**config.mk**
```make
export PLATFORM = sky130hd
export DESIGN_NAME = stopwatch_core
export DESIGN_NICKNAME = d
export VERILOG_FILES = /design/src/rtl/stopwatch_pkg.sv /design/src/rtl/bcd_digit_ctr.sv /design/src/rtl/stopwatch_core.sv
export SDC_FILE = /design/constraint.sdc
export NUM_CORES = 1
export LEC_CHECK = 0
export CAP_MARGIN = 40
export CORE_ASPECT_RATIO = 1.1
export CORE_MARGIN = 5
export CORE_UTILIZATION = 56
export DETAILED_ROUTE_END_ITERATION = 6
export HOLD_SLACK_MARGIN = 0.02
export PLACE_DENSITY = 0.81
export SLEW_MARGIN = 40
export SYNTH_ARGS = -nofsm -noshare
export SYNTH_HDL_FRONTEND = slang
export SYNTH_SLANG_ARGS = --single-unit
export TNS_END_PERCENT = 100
```
**constraint.sdc**
```tcl
create_clock -name clk -period 2.7 [get_ports clk]
set_clock_uncertainty 0.05 [all_clocks]
set_input_delay 0.54 -clock clk [delete_from_list [all_inputs] [get_ports clk]]
set_output_delay 0.54 -clock clk [all_outputs]
set_load 0.01 [all_outputs]
```
**src/rtl/stopwatch_pkg.sv**
```systemverilog
// Shared types, digit limits and helpers for the stopwatch timekeeping slice.
package stopwatch_pkg;

    typedef enum logic [1:0] {
        IDLE = 2'd0,
        RUN  = 2'd1,
        STOP = 2'd2
    } state_t;

    localparam int DIGIT_W = 5;

    localparam logic [3:0] CS_MAX       = 4'd9;
    localparam logic [3:0] SEC_ONES_MAX = 4'd9;
    localparam logic [3:0] SEC_TENS_MAX = 4'd5;
    localparam logic [3:0] MIN_ONES_MAX = 4'd9;
    localparam logic [3:0] MIN_TENS_MAX = 4'd5;

    typedef logic [3:0] bcd_t;

    // Index 0 = cs ones ... index 5 = min tens.
    typedef logic [5:0][3:0] digits_t;

    function automatic bcd_t bcd_next(input bcd_t val, input bcd_t max, input logic inc);
        if (!inc) begin
            return val;
        end
        return (val == max) ? 4'd0 : val + 4'd1;
    endfunction

    function automatic logic [6*DIGIT_W-1:0] pack_digits(input digits_t d);
        logic [6*DIGIT_W-1:0] r;
        r = '0;
        for (int i = 0; i < 6; i++) begin
            r[i*DIGIT_W +: DIGIT_W] = {1'b0, d[i]};
        end
        return r;
    endfunction

    function automatic logic [5:0] blank_mask(input bcd_t min_tens, input bcd_t min_ones,
                                              input logic blank_en);
        if (!blank_en) begin
            return 6'b111111;
        end
        return {min_tens != 4'd0, (min_tens != 4'd0) || (min_ones != 4'd0), 4'b1111};
    endfunction

endpackage

```
**src/rtl/bcd_digit_ctr.sv**
```systemverilog
// One BCD digit of the stopwatch cascade: wraps at MAX and reports a carry.
module bcd_digit_ctr
    import stopwatch_pkg::*;
#(
    parameter logic [3:0] MAX = 4'd9
) (
    input  logic       clk,
    input  logic       rst,
    input  logic       clr,
    input  logic       inc,
    output logic [3:0] val,
    output logic       carry
);

    always_ff @(posedge clk or posedge rst) begin
        if (rst) begin
            val <= '0;
        end else if (clr) begin
            val <= '0;
        end else if (inc) begin
            val <= bcd_next(val, MAX, 1'b1);
        end
    end

    assign carry = inc && (val == MAX);

endmodule

```
**src/rtl/stopwatch_core.sv**
```systemverilog
// Stopwatch timekeeping: button edges, 10 ms prescaler, MM:SS.cc BCD count, display drive.
// Optional lap display hold is built when STOPWATCH_LAP_EN is defined.
module stopwatch_core
    import stopwatch_pkg::*;
#(
    parameter int TICK_DIV = 100000,
    parameter bit BLANK_EN = 1'b1
) (
    input  logic        clk,
    input  logic        rst,
    input  logic        start_stop,
    input  logic        clear,
    input  logic        lap,
    output logic [29:0] digit_val,
    output logic [5:0]  digit_en,
    output logic        running,
    output logic        overflow
);

    localparam int                 PRESC_W    = $clog2(TICK_DIV);
    localparam logic [PRESC_W-1:0] PRESC_LAST = PRESC_W'(TICK_DIV - 1);
    localparam logic [5:0]         EN_RESET   = BLANK_EN ? 6'b001111 : 6'b111111;

    state_t             state;
    state_t             state_nxt;
    logic               start_stop_q;
    logic               clear_q;
    logic               ss_rise;
    logic               clr_rise;
    logic               enter_idle;
    logic [PRESC_W-1:0] presc;
    logic               tick;
    logic [5:0]         inc;
    logic [5:0]         carry;
    digits_t            live;
    digits_t            live_nxt;
    digits_t            shown;

    assign ss_rise    = start_stop & ~start_stop_q;
    assign clr_rise   = clear & ~clear_q;
    assign enter_idle = (state == STOP) && clr_rise;
    assign tick       = (state == RUN) && (presc == PRESC_LAST);

    always_comb begin
        state_nxt = state;
        case (state)
            IDLE:    if (ss_rise) state_nxt = RUN;
            RUN:     if (ss_rise) state_nxt = STOP;
            STOP: begin
                if (clr_rise) begin
                    state_nxt = IDLE;
                end else if (ss_rise) begin
                    state_nxt = RUN;
                end
            end
            default: state_nxt = IDLE;
        endcase
    end

    always_ff @(posedge clk or posedge rst) begin
        if (rst) begin
            state        <= IDLE;
            start_stop_q <= 1'b0;
            clear_q      <= 1'b0;
            presc        <= '0;
            running      <= 1'b0;
            overflow     <= 1'b0;
        end else begin
            state        <= state_nxt;
            start_stop_q <= start_stop;
            clear_q      <= clear;
            running      <= (state_nxt == RUN);
            if (enter_idle) begin
                presc    <= '0;
                overflow <= 1'b0;
            end else if (state == RUN) begin
                presc <= tick ? '0 : presc + PRESC_W'(1);
                if (carry[5]) begin
                    overflow <= 1'b1;
                end
            end
        end
    end

    // Carry chain: each digit advances only when every lower digit wraps.
    assign inc[0] = tick;
    assign inc[1] = carry[0];
    assign inc[2] = carry[1];
    assign inc[3] = carry[2];
    assign inc[4] = carry[3];
    assign inc[5] = carry[4];

    bcd_digit_ctr #(.MAX(CS_MAX)) u_cs_ones (
        .clk(clk), .rst(rst), .clr(enter_idle), .inc(inc[0]), .val(live[0]), .carry(carry[0])
    );
    bcd_digit_ctr #(.MAX(CS_MAX)) u_cs_tens (
        .clk(clk), .rst(rst), .clr(enter_idle), .inc(inc[1]), .val(live[1]), .carry(carry[1])
    );
    bcd_digit_ctr #(.MAX(SEC_ONES_MAX)) u_sec_ones (
        .clk(clk), .rst(rst), .clr(enter_idle), .inc(inc[2]), .val(live[2]), .carry(carry[2])
    );
    bcd_digit_ctr #(.MAX(SEC_TENS_MAX)) u_sec_tens (
        .clk(clk), .rst(rst), .clr(enter_idle), .inc(inc[3]), .val(live[3]), .carry(carry[3])
    );
    bcd_digit_ctr #(.MAX(MIN_ONES_MAX)) u_min_ones (
        .clk(clk), .rst(rst), .clr(enter_idle), .inc(inc[4]), .val(live[4]), .carry(carry[4])
    );
    bcd_digit_ctr #(.MAX(MIN_TENS_MAX)) u_min_tens (
        .clk(clk), .rst(rst), .clr(enter_idle), .inc(inc[5]), .val(live[5]), .carry(carry[5])
    );

    // Mirror of the counters' next values so the output registers stay in step with them.
    always_comb begin
        live_nxt = '0;
        if (!enter_idle) begin
            live_nxt[0] = bcd_next(live[0], CS_MAX, inc[0]);
            live_nxt[1] = bcd_next(live[1], CS_MAX, inc[1]);
            live_nxt[2] = bcd_next(live[2], SEC_ONES_MAX, inc[2]);
            live_nxt[3] = bcd_next(live[3], SEC_TENS_MAX, inc[3]);
            live_nxt[4] = bcd_next(live[4], MIN_ONES_MAX, inc[4]);
            live_nxt[5] = bcd_next(live[5], MIN_TENS_MAX, inc[5]);
        end
    end

`ifdef STOPWATCH_LAP_EN
    logic    lap_q;
    logic    lap_rise;
    logic    hold;
    logic    hold_nxt;
    digits_t snap;
    digits_t snap_nxt;

    assign lap_rise = lap & ~lap_q;

    // The snapshot is the live count as it stood when the lap edge was sampled.
    always_comb begin
        hold_nxt = hold;
        snap_nxt = snap;
        if (enter_idle) begin
            hold_nxt = 1'b0;
        end else if (lap_rise && (state == RUN)) begin
            hold_nxt = ~hold;
            if (!hold) begin
                snap_nxt = live;
            end
        end else if (lap_rise && (state == STOP)) begin
            hold_nxt = 1'b0;
        end
    end

    always_ff @(posedge clk or posedge rst) begin
        if (rst) begin
            lap_q <= 1'b0;
            hold  <= 1'b0;
        end else begin
            lap_q <= lap;
            hold  <= hold_nxt;
        end
    end

    always_ff @(posedge clk) begin
        snap <= snap_nxt;
    end

    assign shown = hold_nxt ? snap_nxt : live_nxt;
`else
    logic lap_unused;
    assign lap_unused = lap;
    assign shown      = live_nxt;
`endif

    always_ff @(posedge clk or posedge rst) begin
        if (rst) begin
            digit_val <= '0;
            digit_en  <= EN_RESET;
        end else begin
            digit_val <= pack_digits(shown);
            digit_en  <= blank_mask(shown[5], shown[4], BLANK_EN);
        end
    end

endmodule

```
# ---- Word-level counts from Yosys, hierarchy flattened
# Index checks and enable logic that the tools add are counted.
# W data, S select, Z words.
dict set report word_totals {
  word_cells 109
  in_bits 5
  output_inout_bits 38
  regBits 73
}
dict set report classes {
  n_eq_ne 10
  n_reduce_logical 21
  n_addsub 7
  muxes 53
  bitwise_logic 4
}
# cell n
set ops {}
lappend ops {{$mux W4} 30}
lappend ops {{$mux W17} 3}
lappend ops {{$add A4 B1 Y4 const B} 6}
lappend ops {{$mux W24} 1}
lappend ops {{$add A17 B1 Y17 const B} 1}
lappend ops {{$eq A17 B17 Y1 const B} 1}
lappend ops {{$eq A4 B4 Y1 const B} 4}
lappend ops {{$reduce_bool A2 Y1} 8}
lappend ops {{$mux W1} 15}
lappend ops {{$eq A4 B3 Y1 const B} 2}
lappend ops {{$logic_and A1 B1 Y1} 8}
lappend ops {{$reduce_bool A4 Y1} 2}
lappend ops {{$mux W2} 3}
lappend ops {{$pmux W2 S3} 1}
lappend ops {{$eq A2 B1 Y1 const B} 2}
lappend ops {{$and A1 B1 Y1} 2}
lappend ops {{$eq A2 B2 Y1 const B} 1}
lappend ops {{$logic_not A2 Y1} 1}
lappend ops {{$not A1 Y1} 2}
lappend ops {{$reduce_and A2 Y1} 1}
lappend ops {{$logic_or A1 B1 Y1} 1}

# ---- Depth between registers and ports, before layout
# Gate-level depths: netlist (run 1).
dict set report logic_depth {
  word_depth 13
  depth_mapped 9
  mapped_depth_nobuf 8
}

# ---- Cells and area by module
# From an unflattened synthesis (run 1), not the netlist that was laid out.
dict set report unflattened {
  hier_cells 434
  hier_area_um2 3973.8
}
# mod cells_each area_each_um2 instances seq_area_each_um2
set by_module_without_submodules {}
lappend by_module_without_submodules {stopwatch_core 274 2534.9 1 1226.2}
lappend by_module_without_submodules {{bcd_digit_ctr at u_cs_ones ...} 27 244.0 4 100.1}
lappend by_module_without_submodules {{bcd_digit_ctr at u_min_tens ...} 26 231.5 2 100.1}

# ---- Worst setup path after synthesis (run 1)
# No wires, ideal clock.
dict set report synth_timing {
  kind {register to register}
  startpoint {register u_cs_tens.val[1]}
  endpoint {register digit_en[4]}
  path_stages_with_launch 10
  required_time_ns 2.511
  period_less_slack_ns 2.504
  path_buffers 1
  setup_time_ns 0.139
  arrival_ns 2.316
  slack_ns 0.196
  cell_sequence {dfrtp_1 -> inv_1 -> ha_1 -> and3b_1 -> buf_2 -> nand4_4 -> nor3_1 -> nand2_1 -> a311o_1 -> or4_1}
}
dict set report synth_via {
  elab_chain_cells 11
  elab_cells_between_ends 15
  classes_between {eq/ne: 1; mux: 7; reduce/logical: 7}
}
# item line
set synth_lines {}
lappend synth_lines {{start: declaration} bcd_digit_ctr.sv:11} ;# output logic [3:0] val,
lappend synth_lines {{start signal: assignment} bcd_digit_ctr.sv:21} ;# val <= bcd_next(val, MAX, 1'b1);
lappend synth_lines {{$eq A4 B4 Y1 *} bcd_digit_ctr.sv:25} ;# assign carry = inc && (val == MAX);
lappend synth_lines {{$logic_and A1 B1 Y1 * (3 in a row)} bcd_digit_ctr.sv:25}
lappend synth_lines {{$logic_and A1 B1 Y1} bcd_digit_ctr.sv:25}
lappend synth_lines {{$mux W1} stopwatch_pkg.sv:24} ;# if (!inc) begin
lappend synth_lines {{$mux W1} stopwatch_core.sv:115} ;# if (!enter_idle) begin
lappend synth_lines {{$mux W4} stopwatch_pkg.sv:27} ;# return (val == max) ? 4'd0 : val + 4'd1;
lappend synth_lines {{$mux W24 *} stopwatch_core.sv:115}
lappend synth_lines {{$reduce_bool A4 Y1} stopwatch_pkg.sv:44} ;# return {min_tens != 4'd0, (min_tens != 4'd0) || (min_ones != 4'd0), 4'b1111};
lappend synth_lines {{$logic_or A1 B1 Y1 *} stopwatch_pkg.sv:44}
lappend synth_lines {{end signal: assignment} stopwatch_core.sv:178} ;# digit_en <= blank_mask(shown[5], shown[4], BLANK_EN);
lappend synth_lines {{end: declaration} stopwatch_core.sv:15} ;# output logic [5:0] digit_en,
# Mark *: on every way between the ends. The rest lies on a longest branch, timed or not. The select of a mux whose other input is x is not followed.
# A chain may end at the register's enable or synchronous reset.

==> flow_summary.toml, run 1 <==
[global_routing]
track_usage_pct = 19.0
grt_max_degree = 74
gr-total-overflow = 0
antenna_found_initial = 0
grt_pass1_wl_um = 12300
grt_pass1_vias = 2770

[sta]
timing.fmax_mhz = 394
rsz0062_at_grt = "no"
setup-violations-final = 0
tns_ns = 0
period_needed_ns = 2.54
hold_viol = 0
tightest_slew_ns = 0.480
slew_headroom_pct = 67.6
final_max_slew_viol_count = 0
holdWs_ns = 0.452
min_period_over_period_pct = 94.0

[setup_path]
end_kind = "flip-flop"
path_buf_inv = 1
cp_data_arrival_time_ns = 2.70
start_kind = "flip-flop"
cpPeakStageDelay_ns = 0.46
path_class = "reg2reg"
worstPathCellList = "inv_1, ha_1, and3b_1, nand2_2, nor4_4, mux2i_1, a311o_1, or4_1"
cp_slowest_cell = "or4_1"
crit_family = "simple AND/OR/NAND/NOR gates"
crit_fanout = 5
crit_path_start = "u_min_ones.val[1]"
worstPathRequired_ns = 2.86
r2r-start = "u_min_ones.val[1]"

[logic_synthesis]
synth_edf_count = 0
ys_async_sr_fraction_pct = 100
avgSynthCellArea_um2 = 9.79
synth-seq-cells = 73
ys.flop_type = "dfrtp_1"
yosysUniqueCellTypes = 50
yosys_warnings = 0
ys_seq_area_share_pct = 50.7
synthesis.instances = 368
synthesis.area_um2 = 3600

[min_path]
hold_class = "reg2reg"
min_from = "overflow"

[pwr]
p_switching_mw = 1.31
irDropWorstVdd_uv = 588
p_int_mw = 2.57
switching_share_pct = 33.8
p_per_area_nw_per_um2 = 913
seqPwrFrac_pct = 45.5
p_leak_nw = 1.88
p_comb_share_pct = 33.3
clkPwrFrac_pct = 21.2

[routing]
drtIter0Drc = 110
vias_per_cell = 5.54
drc_errors = 0
vias = 2741
wirelength_met1_um = 3090
routed_wl_um = 6990
wl_per_cell_um = 14.1
ant_nets = 0
met2_length_um = 3520
top_layer = "met4"
routed-wl-met3_um = 291
drt-pass1-iter-count = 4

[die]
die_h_um = 94.1
start_util_pct = 57.8
rows = 30
dieArea_um2 = 8140
io_pins = 43
fp.coreArea_um2 = 6230
dieWidth_um = 86.5

[clock_tree]
postCtsSetupRepairBufs = 0
numCtsBuffers = 9
ctsHtreeMaxLevel = 3
cts-root-buf = "clkbuf_8"
ctsHoldBuffers = 0
cts.clk_slew.worst_paths_ns = 0.07
cts_tree = "built"
clockBufferDepth = 2
clock_latency_ns = 0.34
clock_sinks = 73
cts-resized-gates = 0

[place]
gp_congestion = 0.903
hpwl_um = 4960
io_buffer_count = 31

[final_layout]
layout-drive-gt1-share_pct = 10.8
antenna_cells = 0
finalNetCount = 428
fill_cells = 469
area_delta_synth_final_pct = 18.0

[outcome]
status = "complete, no violations"

[run]
drv_cap = 0
-- power groups by stage --
stage | sequential, mW | clock, mW | combinational [mW]
floorplan | 1.81 | 0 | 0.672
global placement | 1.76 | 0 | 1.26
detailed placement | 1.78 | 0 | 1.30
CTS | 1.76 | 0.842 | 1.31
global route | 1.83 | 0.900 | 1.46
finish | 1.77 | 0.822 | 1.29
-- state kept, by name, indices dropped and copies added (netlist names) --
register and count:
clear_q 1, digit_en 2, digit_val 24, overflow 1, presc 17, running 1, start_stop_q 1, state 2
u_cs_ones.val 4, u_cs_tens.val 4, u_min_ones.val 4, u_min_tens.val 4, u_sec_ones.val 4, u_sec_tens.val 4
-- worst paths after layout --
check                               endpoint  slack (ns)  cells after the start
hold reg to reg                     overflow        0.45                      2
setup reg to reg                 digit_en[4]        0.16                      8
max in group asynchronous  u_sec_ones.val[1]        1.76                      3
min in group asynchronous           presc[1]        0.55                      3
hold / removal                      overflow        0.45                      2
setup / recovery                 digit_en[4]        0.16                      8
-- final cells by class --
cell class / instances / area [µm²] / area share, %
well taps: 80 / 100 / 2.36
flip-flops and latches: 73 / 1830 / 43.0
clock buffers: 11 / 131 / 3.09
clock inverters: 5 / 56.3 / 1.33
inverters: 10 / 37.5 / 0.883
multi-input cells: 269 / 1650 / 38.9
repair buffers: 47 / 443 / 10.4
-- tightest hold or removal path: cells and delay by family (launching register included) --
kind             cells  cell delay [ns]
AO/OA/AOI/OAI        1             0.04
flip-flops           1             0.34
AND/OR/NAND/NOR      1             0.08
-- synth_stat cells, types with 2 or more instances --
cell type / count / share of area [%]
or3_1: 19 / 3.3
nor2_1: 32 / 3.3
nand3_1: 15 / 2.1
nand3b_1: 4 / 0.83
nor4_1: 3 / 0.52
mux2i_1: 7 / 1.9
ha_1: 13 / 4.5
xor2_1: 5 / 1.2
or4_1: 4 / 0.83
nand2b_1: 2 / 0.35
nand4b_1: 2 / 0.49
a31o_2: 2 / 0.49
nand4_1: 4 / 0.69
inv_1: 10 / 1.0
o211ai_1: 2 / 0.42
xnor2_1: 4 / 0.97
or2_2: 3 / 0.52
nor3_1: 9 / 1.3
and2_1: 4 / 0.69
o31ai_1: 4 / 0.83
and3b_1: 6 / 1.5
conb_1: 2 / 0.21
dfrtp_1: 73 / 51
a21oi_1: 38 / 5.3
a31oi_1: 2 / 0.35
buf_2: 2 / 0.28
buf_4: 12 / 2.5
nand2_1: 38 / 4.0
nor4b_1: 2 / 0.49
clkbuf_1: 9 / 0.94
o21ai_0: 17 / 2.4
-- per-stage QoR --
step	instances	power [mW]	setup WS, ns	instance area, µm²	utilization, %
after floorplan	376	2.48	0.196	3630	-
after detailed placement	479	3.08	0.0386	4050	65.0
after global routing	495	4.19	0.0194	4250	68.2
after global placement	479	3.02	0.0670	4050	65.0
after CTS	495	3.92	0.151	4240	68.1
final	495	3.88	0.161	4250	68.2
-- cells in the final DEF (no fill, tap or decap), drive strengths merged, types with 5 or more instances in the layout --
cell	netlist	final
o21ai	18	18
nand2	39	39
nand3	15	15
ha	13	13
mux2i	7	7
inv	10	10
clkdlybuf4s50	0	31
nor2	32	32
nor3	9	9
clkbuf	9	11
a21oi	38	38
buf	15	16
dfrtp	73	73
or3	19	19
and3b	6	6
conb	2	10
xor2	5	5
nand4	5	5
-- cell families (layout without fill, tap and decap cells) --
family          count (synthesis)  after routing  share of synthesized area, %
fa+ha+maj                      13             13                          4.52
buf+inv                        34             73                          4.86
mux                             7              7                          1.95
xor+xnor                        9              9                          2.19
other cells                     2             10                         0.208
simple gates                  159            159                          24.4
compound gates                 71             71                          11.1
flops                          73             73                          50.7
-- layer usage --
layer / up-vias / GRT usage, %
met4: 0 / 7.14
met1: 1316 / 23.9
li1: 1373 / -
met3: 10 / 4.30
met2: 42 / 31.8
met5: - / 0
Note: power is estimated with default switching activity, not from simulation.
==> run 2, diff against run 1 <==
--- a/config.mk
+++ b/config.mk
@@ -12,6 +12,7 @@
 export DETAILED_ROUTE_END_ITERATION = 6
 export HOLD_SLACK_MARGIN = 0.02
 export PLACE_DENSITY = 0.81
+export SETUP_SLACK_MARGIN = 0.5
 export SLEW_MARGIN = 40
 export SYNTH_ARGS = -nofsm -noshare
 export SYNTH_HDL_FRONTEND = slang
==> flow_summary.toml, run 2 (synthesized netlist as in run 1, its figures left out) <==
[sta]
final_max_slew_viol_count = 0
rsz0062_at_grt = "yes"
tns_ns = 0
timing.fmax_mhz = 397
setup-violations-final = 0
min_period_over_period_pct = 93.3
tightest_slew_ns = 0.680
period_needed_ns = 2.52
hold_viol = 0
slew_headroom_pct = 54.6

[pwr]
irDropWorstVdd_uv = 677
p_per_area_nw_per_um2 = 914
p_leak_nw = 2.29
fin_total_pwr_mw = 4.56

[place]
io_buffer_count = 31
gp_congestion = 0.863
hpwl_um = 5420

[clock_tree]
clock_sinks = 73
clock_latency_ns = 0.36
cts.clk_slew.worst_paths_ns = 0.08
ctsHtreeMaxLevel = 3
cts-root-buf = "clkbuf_8"
cts_tree = "built"
ctsHoldBuffers = 0
numCtsBuffers = 9
clockBufferDepth = 2

[final_layout]
largest_reg_flops = 24
area_delta_synth_final_pct = 38.6
regMostFlops = "digit_val"
finalNetCount = 481
final_common_cell = "dfrtp_1"
antenna_cells = 0
layout_common_cells = "70 x dfrtp_1, 47 x buf_4, 37 x nand2_1"
layout-drive-gt1-share_pct = 31.4
top_regs = "digit_val: 24 flops, presc: 17 flops"

[setup_path]
end_kind = "flip-flop"
path_buf_inv = 2
worstPathCellList = "inv_1, ha_2, and3b_2, nand4_4, buf_6, nor4_4, mux2i_1, a311o_1, or4_1"
worstPathRequired_ns = 2.88
crit_fanout = 5
crit_family = "simple AND/OR/NAND/NOR gates"
cpPeakStageDelay_ns = 0.42
cp_slowest_cell = "or4_1"
start_kind = "flip-flop"
cp_data_arrival_time_ns = 2.70
path_class = "reg2reg"

[outcome]
status = "complete, no violations"

[die]
dieWidth_um = 86.5
dieArea_um2 = 8140
die_h_um = 94.1
io_pins = 43
rows = 30
start_util_pct = 57.8
fp.coreArea_um2 = 6230

[routing]
drc_errors = 0
drt-pass1-iter-count = 5
drtIter0Drc = 296
ant_nets = 0
vias_per_cell = 6.31
routed_wl_um = 11300
wl_per_cell_um = 20.6
vias = 3458

[global_routing]
grt_pass1_vias = 3257
grt_pass1_wl_um = 15000
antenna_found_initial = 0
grt_max_degree = 42
track_usage_pct = 23.6
gr-total-overflow = 0
busiest_layer = "met2"
grt_use_met2_pct = 39.5
met3_usage_pct = 3.77
use_met1_pct = 28.0

[min_path]
hold_class = "reg2reg"

[run]
drv_cap = 0
-- run 2: cell count changes in the layout (fill, tap and decap cells not counted), moves of 5 or more --
cell,previous run,this run
a21oi_1,38,20
a21oi_2,0,17
and3b_1,5,0
and3b_2,1,6
buf_4,15,47
buf_6,0,19
or3_1,19,13
or3_4,0,6
-- run 2: power breakdown --
part / switching (mW) / leakage (nW) / internal (mW)
registers: 0.281 / 0.929 / 1.47
clock network: 0.430 / 0.113 / 0.545
logic: 0.931 / 1.24 / 0.907
total: 1.64 / 2.29 / 2.92
-- run 2: stage by stage --
step / cell area [µm²] / utilization (%) / setup WS [ns] / hold WS (ns) / instances
after floorplan: 3640 / - / 0.334 / 0.409 / 376
after global placement: 4110 / 65.9 / 0.00139 / 0.448 / 485
after detailed placement: 4110 / 65.9 / -0.0324 / 0.449 / 485
after CTS: 4640 / 74.5 / 0.380 / 0.471 / 532
after global routing: 4990 / 80.1 / 0.134 / 0.493 / 548
final: 4990 / 80.1 / 0.181 / 0.473 / 548
-- run 2: metal layers --
layer	up-vias	wire (µm)
met2	217	5710
met4	0	535
met1	1712	4280
met3	61	768
met5	-	0
li1	1468	-
-- run 2: path summary, 6_finish.rpt --
path / start / end / slack (ns) / cells past startpoint
worst max register to register: u_sec_ones.val[1] / digit_en[4] / 0.18 / 9
worst min register to register: presc[16] / presc[16] / 0.47 / 1
worst max-delay path: u_sec_ones.val[1] / digit_en[4] / 0.18 / 9
max in group asynchronous: rst / u_min_ones.val[0] / 1.38 / 3
min in group asynchronous: rst / start_stop_q / 0.58 / 2
worst min-delay path: presc[16] / presc[16] / 0.47 / 1
-- run 2: what timing repair did --
| item | in CTS | in global routing |
|---|---|---|
| setup buffers | 31 | 15 |
| gates cloned | 0 | 1 |
| endpoints found under the setup margin | 17 | 44 |
| pin swaps | 11 | 17 |
| resized for setup | 26 | 57 |
-- run 2: layout make-up --
| class | count | area (µm²) |
|---|---|---|
| Clock buffer | 11 | 141 |
| Clock inverter | 5 | 78.8 |
| Fill cell | 330 | 1240 |
| Inverter | 10 | 41.3 |
| Multi-Input combinational cell | 269 | 1880 |
| Sequential cell | 73 | 1830 |
| Tap cell | 80 | 100 |
| Timing Repair Buffer | 100 | 921 |
